===== src/rtl/viterbi_pkg.sv =====
// Shared constants and types for the rate-1/2, K=3 convolutional encoder
// and the downstream Viterbi decoder.
package viterbi_pkg;

  localparam int K      = 3;
  localparam int DATA_W = 8;
  localparam int CNT_W  = $clog2(DATA_W);

  localparam logic [K-1:0] G0 = 3'b111;
  localparam logic [K-1:0] G1 = 3'b101;

  typedef logic [1:0] symbol_t;

  typedef enum logic [1:0] {
    IDLE,
    DATA,
    TAIL
  } enc_state_e;

endpackage


===== src/rtl/conv_encoder_if.sv =====
// Frame-in / symbol-out bundle between the byte source, the encoder and the
// Viterbi decoder's symbol input.
interface conv_encoder_if;
  import viterbi_pkg::*;

  logic [DATA_W-1:0] DataIn;
  logic              in_valid;
  logic              in_ready;
  symbol_t           Signal;
  logic              sym_valid;
  logic              frame_done;

  modport master (
    output DataIn, in_valid,
    input  in_ready, Signal, sym_valid, frame_done
  );

  modport slave (
    input  DataIn, in_valid,
    output in_ready, Signal, sym_valid, frame_done
  );

endinterface


===== src/rtl/conv_enc_core.sv =====
// Combinational trellis step: parity symbol and next state for input bit u.
// Also used by the decoder's branch-metric logic.
module conv_enc_core
  import viterbi_pkg::*;
(
  input  logic           u,
  input  logic [K-2:0]   st,
  output symbol_t        sym,
  output logic [K-2:0]   nxt
);

  logic [K-1:0] taps;

  // taps = {u, s1, s0}; s1 is the most recent bit
  assign taps = {u, st};
  assign sym  = {^(taps & G0), ^(taps & G1)};
  assign nxt  = {u, st[K-2:1]};

endmodule


===== src/rtl/conv_encoder.sv =====
// Serialises one byte per frame MSB-first through the K=3 encoder, one 2-bit
// symbol per clock. Define CONV_ENC_TAIL_EN to append a two-bit zero flush.
//
// state | meaning
// IDLE  | ready for a frame; accept edge emits the first symbol
// DATA  | encoding the remaining payload bits
// TAIL  | flushing zeros to drive the trellis back to 00
module conv_encoder
  import viterbi_pkg::*;
(
  input  logic          clk,
  input  logic          rst,
  conv_encoder_if.slave bus
);

  enc_state_e          state;
  logic [DATA_W-2:0]   shreg;
  logic [K-2:0]        enc_st;
  logic [CNT_W-1:0]    cnt;

  logic                core_u;
  logic [K-2:0]        core_st;
  logic [K-2:0]        core_nxt;
  symbol_t             core_sym;

  // The accept edge encodes from a cleared trellis so frames are independent.
  always_comb begin
    core_u  = 1'b0;
    core_st = enc_st;
    case (state)
      IDLE: begin
        core_u  = bus.DataIn[DATA_W-1];
        core_st = '0;
      end
      DATA:    core_u = shreg[DATA_W-2];
      default: core_u = 1'b0;
    endcase
  end

  conv_enc_core u_core (
    .u   (core_u),
    .st  (core_st),
    .sym (core_sym),
    .nxt (core_nxt)
  );

  assign bus.in_ready = (state == IDLE);

  always_ff @(posedge clk or posedge rst) begin
    if (rst) begin
      state          <= IDLE;
      shreg          <= '0;
      enc_st         <= '0;
      cnt            <= '0;
      bus.Signal     <= '0;
      bus.sym_valid  <= 1'b0;
      bus.frame_done <= 1'b0;
    end else begin
      case (state)
        IDLE: begin
          bus.frame_done <= 1'b0;
          if (bus.in_valid) begin
            bus.Signal    <= core_sym;
            bus.sym_valid <= 1'b1;
            enc_st        <= core_nxt;
            shreg         <= bus.DataIn[DATA_W-2:0];
            cnt           <= CNT_W'(1);
            state         <= DATA;
          end else begin
            bus.Signal    <= '0;
            bus.sym_valid <= 1'b0;
          end
        end
        DATA: begin
          bus.Signal    <= core_sym;
          bus.sym_valid <= 1'b1;
          enc_st        <= core_nxt;
          shreg         <= {shreg[DATA_W-3:0], 1'b0};
          cnt           <= cnt + 1'b1;
          if (cnt == CNT_W'(DATA_W-1)) begin
`ifdef CONV_ENC_TAIL_EN
            cnt   <= '0;
            state <= TAIL;
`else
            bus.frame_done <= 1'b1;
            state          <= IDLE;
`endif
          end
        end
`ifdef CONV_ENC_TAIL_EN
        TAIL: begin
          bus.Signal    <= core_sym;
          bus.sym_valid <= 1'b1;
          enc_st        <= core_nxt;
          cnt           <= cnt + 1'b1;
          if (cnt == CNT_W'(K-2)) begin
            bus.frame_done <= 1'b1;
            state          <= IDLE;
          end
        end
`endif
        default: state <= IDLE;
      endcase
    end
  end

endmodule


===== src/flat_wrapper.sv =====
// flat-port wrapper written by rule: the top's interface ports become plain ports
module conv_encoder_flat import viterbi_pkg::*;
  (clk, rst, bus_DataIn, bus_in_valid, bus_in_ready, bus_Signal, bus_sym_valid, bus_frame_done);
  conv_encoder_if bus_i ();
  input  logic clk;
  input  logic rst;
  input wire logic [$bits(bus_i.DataIn)-1:0] bus_DataIn;
  input wire logic [$bits(bus_i.in_valid)-1:0] bus_in_valid;
  output wire logic [$bits(bus_i.in_ready)-1:0] bus_in_ready;
  output wire logic [$bits(bus_i.Signal)-1:0] bus_Signal;
  output wire logic [$bits(bus_i.sym_valid)-1:0] bus_sym_valid;
  output wire logic [$bits(bus_i.frame_done)-1:0] bus_frame_done;
  assign bus_i.DataIn = bus_DataIn;
  assign bus_i.in_valid = bus_in_valid;
  assign bus_in_ready = bus_i.in_ready;
  assign bus_Signal = bus_i.Signal;
  assign bus_sym_valid = bus_i.sym_valid;
  assign bus_frame_done = bus_i.frame_done;
  conv_encoder u_core (.clk(clk), .rst(rst), .bus(bus_i));
endmodule

===== config.mk =====
export PLATFORM = sky130hd
export DESIGN_NAME = conv_encoder_flat
export DESIGN_NICKNAME = d
export VERILOG_FILES = /design/src/rtl/viterbi_pkg.sv /design/src/rtl/conv_encoder_if.sv /design/src/rtl/conv_enc_core.sv /design/src/rtl/conv_encoder.sv /design/src/flat_wrapper.sv
export SDC_FILE = /design/constraint.sdc
export NUM_CORES = 1
export LEC_CHECK = 0
export CAP_MARGIN = 40
export CORE_UTILIZATION = 51
export DETAILED_ROUTE_END_ITERATION = 7
export PLACE_DENSITY = 0.8
export SYNTH_ARGS = -nofsm -noshare
export SYNTH_HDL_FRONTEND = slang
export SYNTH_SLANG_ARGS = --single-unit

===== constraint.sdc =====
create_clock -name clk -period 1.8 [get_ports clk]
set_input_delay 0.18 -clock clk [delete_from_list [all_inputs] [get_ports clk]]
set_output_delay 0.18 -clock clk [all_outputs]
set_load 0.01 [all_outputs]

[Yosys cells after proc, flatten, opt, wreduce, memory -nomap -nowiden]
Index checks and enable logic that the tools add are counted.
Storage, ports and cells
  bits in registers: 18
Cells by class
  $add $sub $neg: 1
  equal/unequal tests: 4
  mux-type cells: 17
  reduce and logical (&&, ||, !) cells: 7
Operators with widths (count)
  one-hot mux 7 bit (2 select lines): 1
  one-hot mux 2 bit (2 select lines): 3
  two-way mux 2 bit: 5
  two-way mux 7 bit: 1
  one-hot mux 1 bit (2 select lines): 3
  one-hot mux 3 bit (2 select lines): 1
  AND reduction 2 bit: 3
  parity 3 bit: 2
  adder 3 x 1 -> 3 bit, second input constant: 1
  equality test 3 bit, second input constant: 1
  two-way mux 3 bit: 1
  equality test 2 x 1 -> 1 bit, second input constant: 1
  zero test 2 bit: 1
  two-way mux 1 bit: 2
  inequality test 2 x 1 -> 1 bit, second input constant: 1
  inequality test 2 bit, second input constant: 1
  nonzero test 2 bit: 1

[Longest topological paths before layout]
Gate-level depths: netlist of the first run.
  depth after elaboration: 5
  depth in mapped cells: 4
  depth with buffers taken out: 4

[Cells and area by module]
Synthesis of the first run repeated with hierarchy kept, for this count alone.
Unflattened totals
  cell total of the unflattened synthesis: 64
  area, all modules: 774.5 sq um
Modules (own cells, without submodules)
  conv_encoder: instances 1, cells each 60, area each 726.9 sq um
  conv_enc_core: instances 1, cells each 4, area each 47.5 sq um

[Least setup slack after synthesis of the first run]
No wires, ideal clock.
  path kind: register to register
  start point: register u_core.cnt[0]
  end point: register u_core.cnt[2]
  arrival: 0.934 ns
  path slack: 0.739 ns
  cell stages (with the launch flop): 5
  clock period less this slack: 1.061 ns
  cells stage by stage: dfrtp_1 > ha_1 > ha_1 > nand2_1 > o21ai_0
Between the ends
  longest elaborated chain between the ends: 2
RTL lines
  from (decl): line conv_encoder.sv:19  | logic [CNT_W-1:0] cnt;
  from (signal assigned): line conv_encoder.sv:79  | cnt <= cnt + 1'b1;
  adder 3 x 1 -> 3 bit: line conv_encoder.sv:79
  one-hot mux 3 bit (2 select lines): line conv_encoder.sv:59  | case (state)
Every way passes these cells.
A chain may end at the register's enable or synchronous reset.

[Worst setup path after layout of the first run]
  start point: register u_core.state[0]
  end point: output bus_in_ready
Between the ends
  longest elaborated chain between the ends: 1
RTL lines
  from (decl): line conv_encoder.sv:16  | enc_state_e state;
  from (signal assigned): line conv_encoder.sv:51  | state <= IDLE;
  from (signal assigned): line conv_encoder.sv:68  | state <= DATA;
  from (signal assigned): line conv_encoder.sv:86  | state <= IDLE;
  zero test 2 bit: line conv_encoder.sv:47  | assign bus.in_ready = (state == IDLE);
  to (decl): line flat_wrapper.sv:9  | output wire logic [$bits(bus_i.in_ready)-1:0] bus_in_ready;
Every way passes these cells.

==> results.md, run 1 <==
STA:
- The clock tree skew after final layout is 0.004215 ns.
- The number of setup violations in the final report is 0.
- The minimum hold slack is roughly 0.26 ns.
- The achievable clock frequency is a little under 0.7 GHz.
- Setup total negative slack on the finished layout was measured at 0 ns.
- The number of hold violations in the final report is 0.
- The measured slew at the worst slew-check pin is approximately 0.6 ns.
- In this run the tightest slew margin relative to its limit is 58.83%.
- The worst path uses about 83% of the clock period.
- The post-route minimum period is about 1.5 ns.
- The final max-slew violation count is 0.
- Setup repair after global routing left no endpoint under its margin.

Floorplanning:
- The die covers between 0.0015 and 0.002 mm^2.
- The number of top-level design ports is 16.
- The floorplan step set the die width to 40.27 um.
- For this configuration, the core starts out at a cell density of between 50% and 60%.
- The site row count is 13.
- The die height is between 40 and 50 um.
- The floorplan step defined a core boundary enclosing between 0.001 and 0.0015 mm^2.

Setup path:
- The startpoint type of the worst setup path is a flip-flop.
- Data on the critical path arrives at its endpoint at roughly 1.3 ns.
- Along the worst path, the maximum fanout reaches 4.
- The required time of the critical path is between 1.5 and 2 ns.
- The category of the most critical setup path is flip-flop to output port.
- The worst setup path is captured at an output port.

Clocking:
- In this run the post-CTS setup repair buffer count came out at 0.
- The CTS root buffer is sky130_fd_sc_hd__clkbuf_4.
- The latest clock arrival within the worst-skew pair is 0.28 ns.
- Clock tree synthesis found a total of 17 sinks.
- The number of gates resized after CTS is 0.
- The deepest level of the CTS H-tree is 1.
- The post-cts hold buffer count is 0.
- The number of buffers inserted during clock tree synthesis is 3.
- The CTS tree is built.
- The clock transition at the registers of the reported paths is roughly 0.090 ns.
- The clock passes through at most 2 buffers.

Route:
- The total wirelength of the detailed-routed design is 1121 um.
- In the final routing, the length of wire on met1 measures roughly 570 um.
- The via total after detailed routing is 519.
- The detailed-routing iteration count for the pre-antenna-repair pass is 2.
- After detailed routing, the average wire length per cell comes to between 10 and 15 um.
- The post-route DRC violation count is 0.
- The met3 wire length is about 41 um.
- Wire segments on met2 add up to roughly 480 um in the final route.
- The highest metal layer with signal wires is met4.
- The count of nets left with antenna violations once routing finished came out at 0.
- In the routed layout, each cell is associated on average with a via count of 5.242.
- In this run, the number of DRC markers left after iteration 0 of detailed routing was 4.

Yosys:
- The fraction of the mapped netlist area in compound gates is 9.883%.
- The number of nets handed over by synthesis was 80.
- Among all flip-flop cells after synthesis, the most frequent one is sky130_fd_sc_hd__dfrtp_1.
- The adder-cell share of the synthesized area is 3.350%.
- The average instance area after synthesis is approximately 11 um^2.
- The synthesized-area fraction occupied by xor and xnor cells is 4.188%.
- By count the netlist is led by sky130_fd_sc_hd__dfrtp_1, sky130_fd_sc_hd__nand2_1, sky130_fd_sc_hd__o21ai_1.
- Counting flops with an async set or reset pin after synthesis yields a share of 100.0%.
- Summing every instance area after synthesis gives approximately 750 um^2.
- After synthesis the netlist holds a flip-flop and latch count of 17.
- The netlist uses 18 different library cells.
- Counting every instance in the synthesized netlist gives 67.
- In this run, synthesis inferred 0 flip-flops with an integrated enable.
- The portion of synthesized area spent on multiplexers is between 10% and 20%.
- Yosys printed 0 warnings.
- The dominant cell type by area after synthesis is sky130_fd_sc_hd__dfrtp_1.
- Ranked by total cell area, the synthesized netlist is headed by sky130_fd_sc_hd__dfrtp_1, sky130_fd_sc_hd__mux2i_1, sky130_fd_sc_hd__o21ai_1, sky130_fd_sc_hd__nand2_1, sky130_fd_sc_hd__ha_1.
- The dominant combinational cell family by area after synthesis is multiplexers.
- The synthesized netlist devotes roughly 9.9% of its cell area to simple gates.
- By instance count, the leading cell after synthesis is sky130_fd_sc_hd__dfrtp_1.
- The portion of the post-synthesis area used by sequential elements is 56.95%.
- The top cell type by area accounts for between 50 and 60% of the synthesized area.

Placement:
- The total of buffers placed on input and output ports is 15.
- At the end of routability-driven placement, the weighted congestion stood at slightly above 0.6.
- The wire-length estimate of the detail-placed layout is between 800 and 900 um.
- Summing all placed instances gives a cell area of a little over 900 um^2.

Global routing:
- The global-route wire length before repair is just under 2000 um.
- The number of antenna violations at the first check in global routing is 0.
- The via count of the first global-routing pass is between 400 and 500.
- The global router's overall resource usage is a little under a fifth.
- The total congestion overflow after global routing is 0.
- The largest net degree at the start of global routing is 26.

Power and ir drop:
- The analysis attributes to cell leakage a power of between 0.4 and 0.5 nW.
- The overall power is 1.322 mW.
- VDD sags by at most 0.7625 mV.
- Dividing total power by cell area gives a power density of ~1400 mW/mm^2.

Cells and area:
- Cells with a size suffix above 1 make up roughly 6.0% of the layout.
- The final cell utilization of the core is between 60% and 70%.
- With fillers left out, the area of the finished cells amounts to 930.9 um^2.
- The repair_antennas step left the layout with diodes totalling 0.
- The layout overhead on the synthesized area is 24.62%.
- The number of nets at the end of the flow is 98.

Flow run:
- The number of max-cap violations is 0.

Run status:
- The flow ran to the end, and the final reports show no timing, DRC or antenna violations.

Worst hold path:
- In this run the worst hold path is classified as input port to asynchronous set/reset pin.
==> final cells by class <==
class	instances	area, um^2
clock buffer	4	26.28
fill	116	402.9
inverter	3	11.26
multi-input combinational	43	284.0
sequential	17	425.4
tap	15	18.77
timing repair buffer	17	165.2
==> kinds of logic after synthesis <==
group | count (synthesis)
simple gates | 17
flops | 17
compound gates | 14
mux | 8
buf+inv | 7
xor+xnor | 2
fa+ha+maj | 2
==> final timing paths <==
| check | start | to | slack [ns] | cells past startpoint |
|---|---|---|---|---|
| worst min-delay path | rst | u_core.shreg[0] | 0.26 | 2 |
| max in group asynchronous | rst | u_core.shreg[3] | 1.14 | 2 |
| min in group clk | u_core.shreg[3] | u_core.shreg[4] | 0.50 | 2 |
| worst min register to register | u_core.shreg[3] | u_core.shreg[4] | 0.50 | 2 |
| worst max-delay path | u_core.state[0] | bus_in_ready | 0.31 | 2 |
| worst max register to register | u_core.cnt[0] | u_core.cnt[2] | 0.68 | 4 |
==> sequential cells by signal, indices dropped and copies added (netlist names) <==
| name | cells |
|---|---|
| u_core.shreg | 7 |
| u_core.enc_st | 2 |
| u_core.state | 1 |
| u_core.bus.sym_valid | 1 |
| u_core.bus.Signal | 2 |
| u_core.cnt | 3 |
| u_core.bus.frame_done | 1 |
==> per-layer routing <==
| layer | vias up | global-route usage [%] |
|---|---|---|
| li1 | 256 | - |
| met1 | 244 | 24.38 |
| met2 | 15 | 27.42 |
| met3 | 4 | 3.333 |
| met4 | 0 | 15.00 |
| met5 | - | 0 |
==> critical path, cell delays in order (launching register included) <==
cell,delay (ns)
sky130_fd_sc_hd__dfrtp_1,0.38
sky130_fd_sc_hd__inv_1,0.10
sky130_fd_sc_hd__clkdlybuf4s50_1,0.54
==> placed cells by master, fill, tap and decap left out <==
cell                              instances
sky130_fd_sc_hd__a21oi_1                  2
sky130_fd_sc_hd__a22o_1                   1
sky130_fd_sc_hd__buf_4                    2
sky130_fd_sc_hd__clkbuf_1                 1
sky130_fd_sc_hd__clkbuf_4                 3
sky130_fd_sc_hd__clkdlybuf4s50_1         15
sky130_fd_sc_hd__dfrtp_1                 17
sky130_fd_sc_hd__ha_1                     2
sky130_fd_sc_hd__inv_1                    3
sky130_fd_sc_hd__mux2i_1                  8
sky130_fd_sc_hd__nand2_1                  9
sky130_fd_sc_hd__nand2b_1                 2
sky130_fd_sc_hd__nand3b_1                 1
sky130_fd_sc_hd__nor2_1                   4
sky130_fd_sc_hd__nor3_1                   1
sky130_fd_sc_hd__o21ai_0                  2
sky130_fd_sc_hd__o21ai_1                  9
sky130_fd_sc_hd__xnor2_1                  1
sky130_fd_sc_hd__xnor3_1                  1
==> stage by stage <==
stage          instances  setup WS (ns)
2_1_floorplan         67         0.7390
3_3_place_gp          95         0.5533
3_5_place_dp          95         0.5289
4_1_cts               99         0.2942
5_1_grt               99         0.2524
6_report              99         0.3128
==> where the power goes <==
part / internal [mW] / switching (mW) / leakage, nW
registers: 0.530 / 0.0877 / 0.212
logic: 0.282 / 0.223 / 0.204
clock network: 0.0860 / 0.112 / 0.0150
No activity file was read; power rests on OpenSTA's default activity.
==> run 2, diff against run 1 <==
--- a/config.mk
+++ b/config.mk
@@ -6,9 +6,9 @@
 export NUM_CORES = 1
 export LEC_CHECK = 0
 export CAP_MARGIN = 40
-export CORE_UTILIZATION = 51
+export CORE_UTILIZATION = 43
 export DETAILED_ROUTE_END_ITERATION = 7
-export PLACE_DENSITY = 0.8
+export PLACE_DENSITY = 0.72
 export SYNTH_ARGS = -nofsm -noshare
 export SYNTH_HDL_FRONTEND = slang
 export SYNTH_SLANG_ARGS = --single-unit
==> constraint.sdc (replaced) <==
create_clock -name clk -period 1.29 [get_ports clk]
set_input_delay 0.129 -clock clk [delete_from_list [all_inputs] [get_ports clk]]
set_output_delay 0.129 -clock clk [all_outputs]
set_load 0.01 [all_outputs]
==> run 2 against run 1 <==
Against the previous run:
- the run now ends with DRC left
- count of clock-buffer cells in the layout down 1
- clock skew rose by 0.0052 ns
- combinational power grew 38%
- routed wire length rose by 2.8%
- final area increased by 3.2%
- core utilization down 8.2 points
- setup slack got worse by 0.21 ns
- clock power up 43%
- first-iteration DRC count down 50%
- via count fell by 0.39%
- die area is 18% higher
- power grew 39%
==> results.md, run 2 (same netlist as run 1, synthesis figures left out) <==
Run status:
- The flow ran to the end, but the final reports show violations.
- The final reports fail on DRC.

Setup path:
- The critical path data arrival time is 1.06 ns (-0.25 ns).
- In this run the critical register-to-register path is launched from u_core.cnt[0].
- The critical path goes through inv_1 -> dlygate4sd2_1.
- The largest fanout on the critical path is 4 (unchanged).
- The critical path capture point is bus_in_ready.
- The destination of the worst register-to-register timing path is u_core.cnt[2].
- The start point of the critical path is u_core.state[0].
- The required time of the critical path is 1.16 ns (-0.46 ns).
- The maximum single-stage delay on the critical path is 0.39 ns (-0.15 ns).
- The minimum setup slack among reg-to-reg paths is 0.15 ns (-0.53 ns).
- The critical-path cell with the highest stage delay is sky130_fd_sc_hd__dfrtp_1.
- The worst setup path is of the flip-flop to output port kind.
- The startpoint type of the worst setup path is a flip-flop.
- STA classifies the critical path endpoint as an output port.
- The number of cells traversed by the worst register-to-register path is 4 (unchanged).

STA:
- The clock tree skew after final layout came to 0.009412 ns (+0.005197 ns).
- The final critical path takes up 92.20% of the cycle.
- The final max-slew violation count was 0 (unchanged).
- The worst max-slew margin expressed relative to the limit was 85.60% (+27 points).
- The number of setup violations in the final report was 0 (unchanged).
- The minimum setup slack in the final design is 0.1006 ns (-0.2122 ns).
- The routed design could run at a clock period as short as between 1 and 1.5 ns.
- The post-route setup TNS is 0 ns (unchanged).
- The achievable clock frequency is roughly 0.84 GHz.
- Setup repair after global routing left no endpoint under its margin.
- The measured slew at the worst slew-check pin is 0.2160 ns (-0.4009 ns).
- The number of hold violations in the final report is 0 (unchanged).

Clocking:
- The latest clock arrival within the worst-skew pair was 0.29 ns (about the same).
- TritonCTS built the clock tree.
- The number of buffers added for setup after CTS is 0 (unchanged).
- The total clock sinks is 17 (unchanged).
- The number of buffers inserted during clock tree synthesis is 3 (unchanged).
- The post-cts hold buffer count is 0 (unchanged).
- The deepest level of the CTS H-tree is 1 (unchanged).
- The clock transition at the registers of the reported paths is 0.11 ns (+0.02 ns).
- The maximum buffer depth of the clock tree is 2 (unchanged).
- The tree is rooted in a sky130_fd_sc_hd__clkbuf_4.

Placement:
- The detailed placer's ending HPWL was 820.2 um (+1.1%).
- The total of buffers placed on input and output ports was 15 (unchanged).
- The setup slack after placement is 0.09221 ns (-0.4367 ns).
- The routability-driven placement congestion ratio is 0.6990 (+15%).

Cells and area:
- The register with the most flip-flops in the final layout is u_core.shreg.
- The largest registers in the layout are u_core.shreg: 7 flops, u_core.cnt: 3 flops.
- The library cells used most frequently in the layout, excluding fill and tap cells, are sky130_fd_sc_hd__dfrtp_1, sky130_fd_sc_hd__clkdlybuf4s50_1, sky130_fd_sc_hd__nand2_1, sky130_fd_sc_hd__o21ai_1, sky130_fd_sc_hd__mux2i_1.
- Relative to the synthesized area, the layout overhead comes to 28.64%.
- The flip-flop count of the largest register after layout is 7 (unchanged).
- Leaving out fill and tap cells, the most frequent cell in the layout is sky130_fd_sc_hd__dfrtp_1.
- The number of diodes is 0 (unchanged).
- The number of nets at the end of the flow came to 101 (+3.1%).
- The layout cell share with drive strength beyond 1 is 10.34% (+4.4 points).

Flow run:
- The number of max-cap violations came to 0 (unchanged).

Floorplanning:
- The overall die width is 43.68 um (+8.5%).
- The site row count is 14 (+1).
- The die height is 43.68 um (+8.5%).
- The initial cell density of the core came to 47.91% (-8.1 points).
- The area of the placeable core came to 0.001559 mm^2 (+17%).
- The number of top-level design ports is 16 (unchanged).
- The die area came to 0.001908 mm^2 (+18%).

Power and ir drop:
- The worst-case vdd ir drop came to 0.8661 mV (+14%).
- The leakage dissipation is 0.4817 nW (+12%).
- The areal power density over the cells is 1914 mW/mm^2 (+35%).
- The overall power is 1.839 mW (+39%).

Global routing:
- The number of antenna violations at the first check in global routing came to 0 (unchanged).
- The global-route wire length before repair is 1876 um (-2.5%).
- The largest net degree at the start of global routing is 26 (unchanged).
- The total congestion overflow after global routing was 0 (unchanged).
- The global router's overall resource usage came to 13.88% (-4.9 points).
- The via count of the first global-routing pass is 447 (+1.6%).

Route:
- The antenna violation net count after detailed routing is 0 (unchanged).
- The detailed-routing iteration count for the pre-antenna-repair pass is 5 (+3).
- The number of violations reported at the end of detailed-routing iteration 0 is 2 (-2).
- The total wirelength of the detailed-routed design is 1152 um (+2.8%).
- The per-cell routed wire length came to 11.18 um (-1.2%).
- The number of vias per cell is 5.019 (-4.3%).
- The post-route DRC violation count is 1 (+1).
- The via total after detailed routing is 517 (-0.39%).

Worst hold path:
- The class of the tightest hold or removal check is input port to asynchronous set/reset pin.
[run 2: cell types whose count changed in the layout (fill, tap and decap cells not counted)]
cell / change
sky130_fd_sc_hd__dlymetal6s2s_1: +3
sky130_fd_sc_hd__clkdlybuf4s50_1: -5
sky130_fd_sc_hd__clkbuf_1: -1
sky130_fd_sc_hd__dlygate4sd2_1: +2
sky130_fd_sc_hd__buf_4: +3
sky130_fd_sc_hd__clkinv_2: +1
[run 2: critical path, delay by kind of cell, from the launching register on]
kind                   cells  cell delay, ns
flip-flops                 1            0.39
buffers and inverters      2            0.38
[run 2: stage by stage]
step	cell area, um^2	utilization, %	hold slack, ns	cells
final	960.9	61.64	0.1290	103
after global routing	960.9	61.64	0.1821	103
after floorplan	747.0	-	0.05507	67
after CTS	953.4	61.16	0.1289	103
after detailed placement	928.4	59.55	0.4600	99
after global placement	928.4	59.55	0.4566	99
[run 2: where the power goes]
part,switching (mW),internal (mW),leakage [nW]
Combinational,0.317,0.380,0.252
Clock,0.168,0.115,0.0177
Sequential,0.119,0.739,0.212
Total,0.604,1.23,0.482
[run 2: cell type report]
type                    instances  area, um^2
clock buffers                   3       22.52
multi-input cells              43       284.0
fillers                       135       598.1
repair buffers                 20       192.7
inverters                       3       11.26
clock inverters                 1       5.005
well taps                      16       20.02
flip-flops and latches         17       425.4
[run 2: worst min-delay path by stage]
stage                            to  slack [ns]  depth (start not counted)
2_1_floorplan  u_core.bus.Signal[0]        0.06                          1
6_report              u_core.cnt[0]        0.13                          3
5_1_grt               u_core.cnt[0]        0.18                          3
4_1_cts               u_core.cnt[0]        0.13                          3
3_3_place_gp          u_core.cnt[0]        0.46                          3
3_5_place_dp          u_core.cnt[0]        0.46                          3
[run 2: repair_timing]
action / 4_1_cts / 5_1_grt
resized for setup: 2 / 3
pin swaps: 0 / 0
setup endpoints to repair: 2 / 3
[run 2: metal layers]
metal  routed length, um  GRT usage [%]  share of wire (%)
met1                 551          18.48                 48
met2                 536          20.60                 47
met3                  58          2.500                5.0
met4                   5          9.375               0.43
met5                   0              0                  0
==> run 3, diff against run 2 <==
--- a/config.mk
+++ b/config.mk
@@ -6,9 +6,9 @@
 export NUM_CORES = 1
 export LEC_CHECK = 0
 export CAP_MARGIN = 40
-export CORE_UTILIZATION = 43
+export CORE_UTILIZATION = 42
 export DETAILED_ROUTE_END_ITERATION = 7
-export PLACE_DENSITY = 0.72
+export PLACE_DENSITY = 0.71
 export SYNTH_ARGS = -nofsm -noshare
 export SYNTH_HDL_FRONTEND = slang
 export SYNTH_SLANG_ARGS = --single-unit
==> run 3 against run 2 <==
Against the previous run:
- the flow now finishes without violations
- cell count did not move
- routed wire length rose by 7.5%
- hold slack improved by 0.024 ns
- count of clock-buffer cells in the layout rose by 1
- sequential power rose by 0.9%
- sequential share of layout area rose by 0.058 points
- via count rose by 1.9%
- non-clock buffer count did not move
- largest cell class unchanged
==> results.md, run 3 (same netlist as run 1, synthesis figures left out) <==
Run status:
- The run finished with clean final reports.

Cells and area:
- The layout cell share with drive strength beyond 1 is 9.195% (-1.1 points).
- The flip-flop count of the largest register after layout is 7 (unchanged).
- The most frequent standard cell in the layout excluding fill and tap cells is sky130_fd_sc_hd__dfrtp_1.
- The area taken by multi-input logic gates came to 284.0 um^2 (unchanged).
- The library cells used most frequently in the layout, excluding fill and tap cells, are sky130_fd_sc_hd__dfrtp_1, sky130_fd_sc_hd__clkdlybuf4s50_1, sky130_fd_sc_hd__nand2_1, sky130_fd_sc_hd__o21ai_1, sky130_fd_sc_hd__mux2i_1.
- Ranked by flip-flop count, first place goes to u_core.shreg.
- The total of fill cells in the finished design is 151 (+12%).
- The sequential standard cell area is 425.4 um^2 (unchanged).
- The non-filler instance count after layout is 103 (unchanged).
- The number of diodes was 0 (unchanged).
- The largest registers in the layout are u_core.shreg: 7 flops, u_core.cnt: 3 flops.
- The layout overhead on the synthesized area is 28.48%.
- The number of nets at the end of the flow is 101 (unchanged).

Global routing:
- The global router's overall resource usage is 14.48% (+0.60 points).
- The global-route wire length before repair is 2001 um (+6.7%).
- The total congestion overflow after global routing came to 0 (unchanged).
- The largest net degree at the start of global routing is 26 (unchanged).
- The via count of the first global-routing pass is 462 (+3.4%).
- The number of antenna violations at the first check in global routing was 0 (unchanged).

STA:
- The worst max-slew margin expressed relative to the limit was 85.45% (-0.15 points).
- The clock tree skew after final layout is 0.01070 ns (+0.001288 ns).
- The measured slew at the worst slew-check pin was 0.2182 ns (+0.002261 ns).
- The minimum setup slack in the final design is 0.1110 ns (+0.01042 ns).
- The post-route setup TNS was 0 ns (unchanged).
- The achievable clock frequency is 0.8482 GHz (+0.88%).
- The final worst-path cycle share was 91.40% (-0.81 points).
- The number of setup violations in the final report came to 0 (unchanged).
- The post-route minimum period is 1.179 ns (-0.01042 ns).
- The number of hold violations in the final report came to 0 (unchanged).
- Setup repair after global routing left no endpoint under its margin.
- The final max-slew violation count is 0 (unchanged).

Clocking:
- The clock transition at the registers of the reported paths is 0.10 ns (about the same).
- The number of buffers inserted during clock tree synthesis was 3 (unchanged).
- The deepest level of the CTS H-tree was 1 (unchanged).
- The latest clock arrival within the worst-skew pair is 0.28 ns (about the same).
- The CTS tree is built.
- The post-cts hold buffer count is 0 (unchanged).
- The CTS root buffer is sky130_fd_sc_hd__clkbuf_4.
- The total clock sinks is 17 (unchanged).
- The maximum buffer depth of the clock tree came to 2 (unchanged).
- The number of gates resized after CTS came to 2 (unchanged).
- The number of buffers added for setup after CTS is 0 (unchanged).

Route:
- The per-cell routed wire length came to 12.02 um (+7.5%).
- The antenna violation net count after detailed routing is 0 (unchanged).
- The detailed-routing iteration count for the pre-antenna-repair pass was 3 (-2).
- The post-route DRC violation count was 0 (-1).
- The number of vias per cell came to 5.117 (+1.9%).
- The total wirelength of the detailed-routed design is 1238 um (+7.5%).
- The via total after detailed routing was 527 (+1.9%).
- The number of violations reported at the end of detailed-routing iteration 0 is 6 (+4).

Setup path:
- The required time of the critical path is 1.16 ns (about the same).
- The startpoint type of the worst setup path is a flip-flop.
- The critical path data arrival time came to 1.05 ns (about the same).
- The worst setup path is captured at an output port.
- The critical path is of the flip-flop to output port type.
- The largest fanout on the critical path is 4 (unchanged).

Placement:
- The detailed placer's ending HPWL is 848.8 um (+3.5%).
- The total of buffers placed on input and output ports is 15 (unchanged).
- The number of placed instances, taps included is 99 (unchanged).
- The routability-driven placement congestion ratio is 0.6749 (-3.4%).
- The setup slack after placement is 0.1030 ns (+0.01080 ns).

Floorplanning:
- The overall die width came to 44.17 um (+1.1%).
- The die height is 44.17 um (+1.1%).
- The initial cell density of the core is 47.38% (-0.53 points).
- The area of the placeable core is 0.001577 mm^2 (+1.1%).
- The number of top-level design ports is 16 (unchanged).
- The die area is 0.001951 mm^2 (+2.3%).
- The site row count is 14 (unchanged).

Worst hold path:
- The min-delay analysis places its worst path in the category input port to asynchronous set/reset pin.

Power and ir drop:
- The leakage dissipation came to 0.4790 nW (-0.57%).
- The worst-case vdd ir drop was 0.8681 mV (+0.23%).
- The areal power density over the cells is 1920 mW/mm^2 (+0.30%).

Flow run:
- The number of max-cap violations is 0 (unchanged).
run 3: cell types whose count changed in the layout (fill, tap and decap cells not counted):
cell	before	now
sky130_fd_sc_hd__clkbuf_1	0	1
sky130_fd_sc_hd__clkinv_2	1	0
run 3: through the flow:
step           hold slack, ns  area (um^2)  total power, mW  util, %
3_3_place_gp           0.4559        928.4            1.578    58.89
6_report               0.1535        959.7            1.842    60.87
4_1_cts                0.1495        952.2            1.869    60.40
5_1_grt                0.1864        959.7            1.976    60.87
3_5_place_dp           0.4625        928.4            1.610    58.89
2_1_floorplan         0.05507        747.0            1.353        -
run 3: path summary, 6_finish.rpt:
kind	slack [ns]	cells past startpoint	to	start
worst min register to register	0.50	1	u_core.cnt[0]	u_core.cnt[0]
worst max-delay path	0.11	2	bus_in_ready	u_core.state[0]
worst max register to register	0.16	4	u_core.cnt[2]	u_core.cnt[0]
max in group asynchronous	0.94	3	u_core.shreg[3]	rst
worst min-delay path	0.15	3	u_core.shreg[1]	rst
min in group clk	0.45	3	u_core.shreg[0]	bus_DataIn[0]
run 3: where the power goes:
group	internal (mW)	switching, mW	total [mW]
Clock	0.120	0.160	0.280
Combinational	0.380	0.316	0.695
Sequential	0.740	0.127	0.867
Total	1.24	0.603	1.84
run 3: layout make-up:
cell class	count	share of cell area, %
Multi-Input combinational cell	43	29.60
Tap cell	16	2.086
Sequential cell	17	44.33
Inverter	3	1.173
Timing Repair Buffer	20	20.08
Clock buffer	4	2.738
run 3: critical path: stages (launching register included):
cell	delay [ns]
sky130_fd_sc_hd__dfrtp_1	0.39
sky130_fd_sc_hd__inv_1	0.11
sky130_fd_sc_hd__dlygate4sd2_1	0.28
run 3: per-layer routing:
layer	part of all wire, %	up-vias	GRT usage (%)
met2	47	14	21.47
met1	47	248	19.73
met5	0	-	0
li1	-	263	-
met4	1.1	0	9.091
met3	4.5	2	2.449
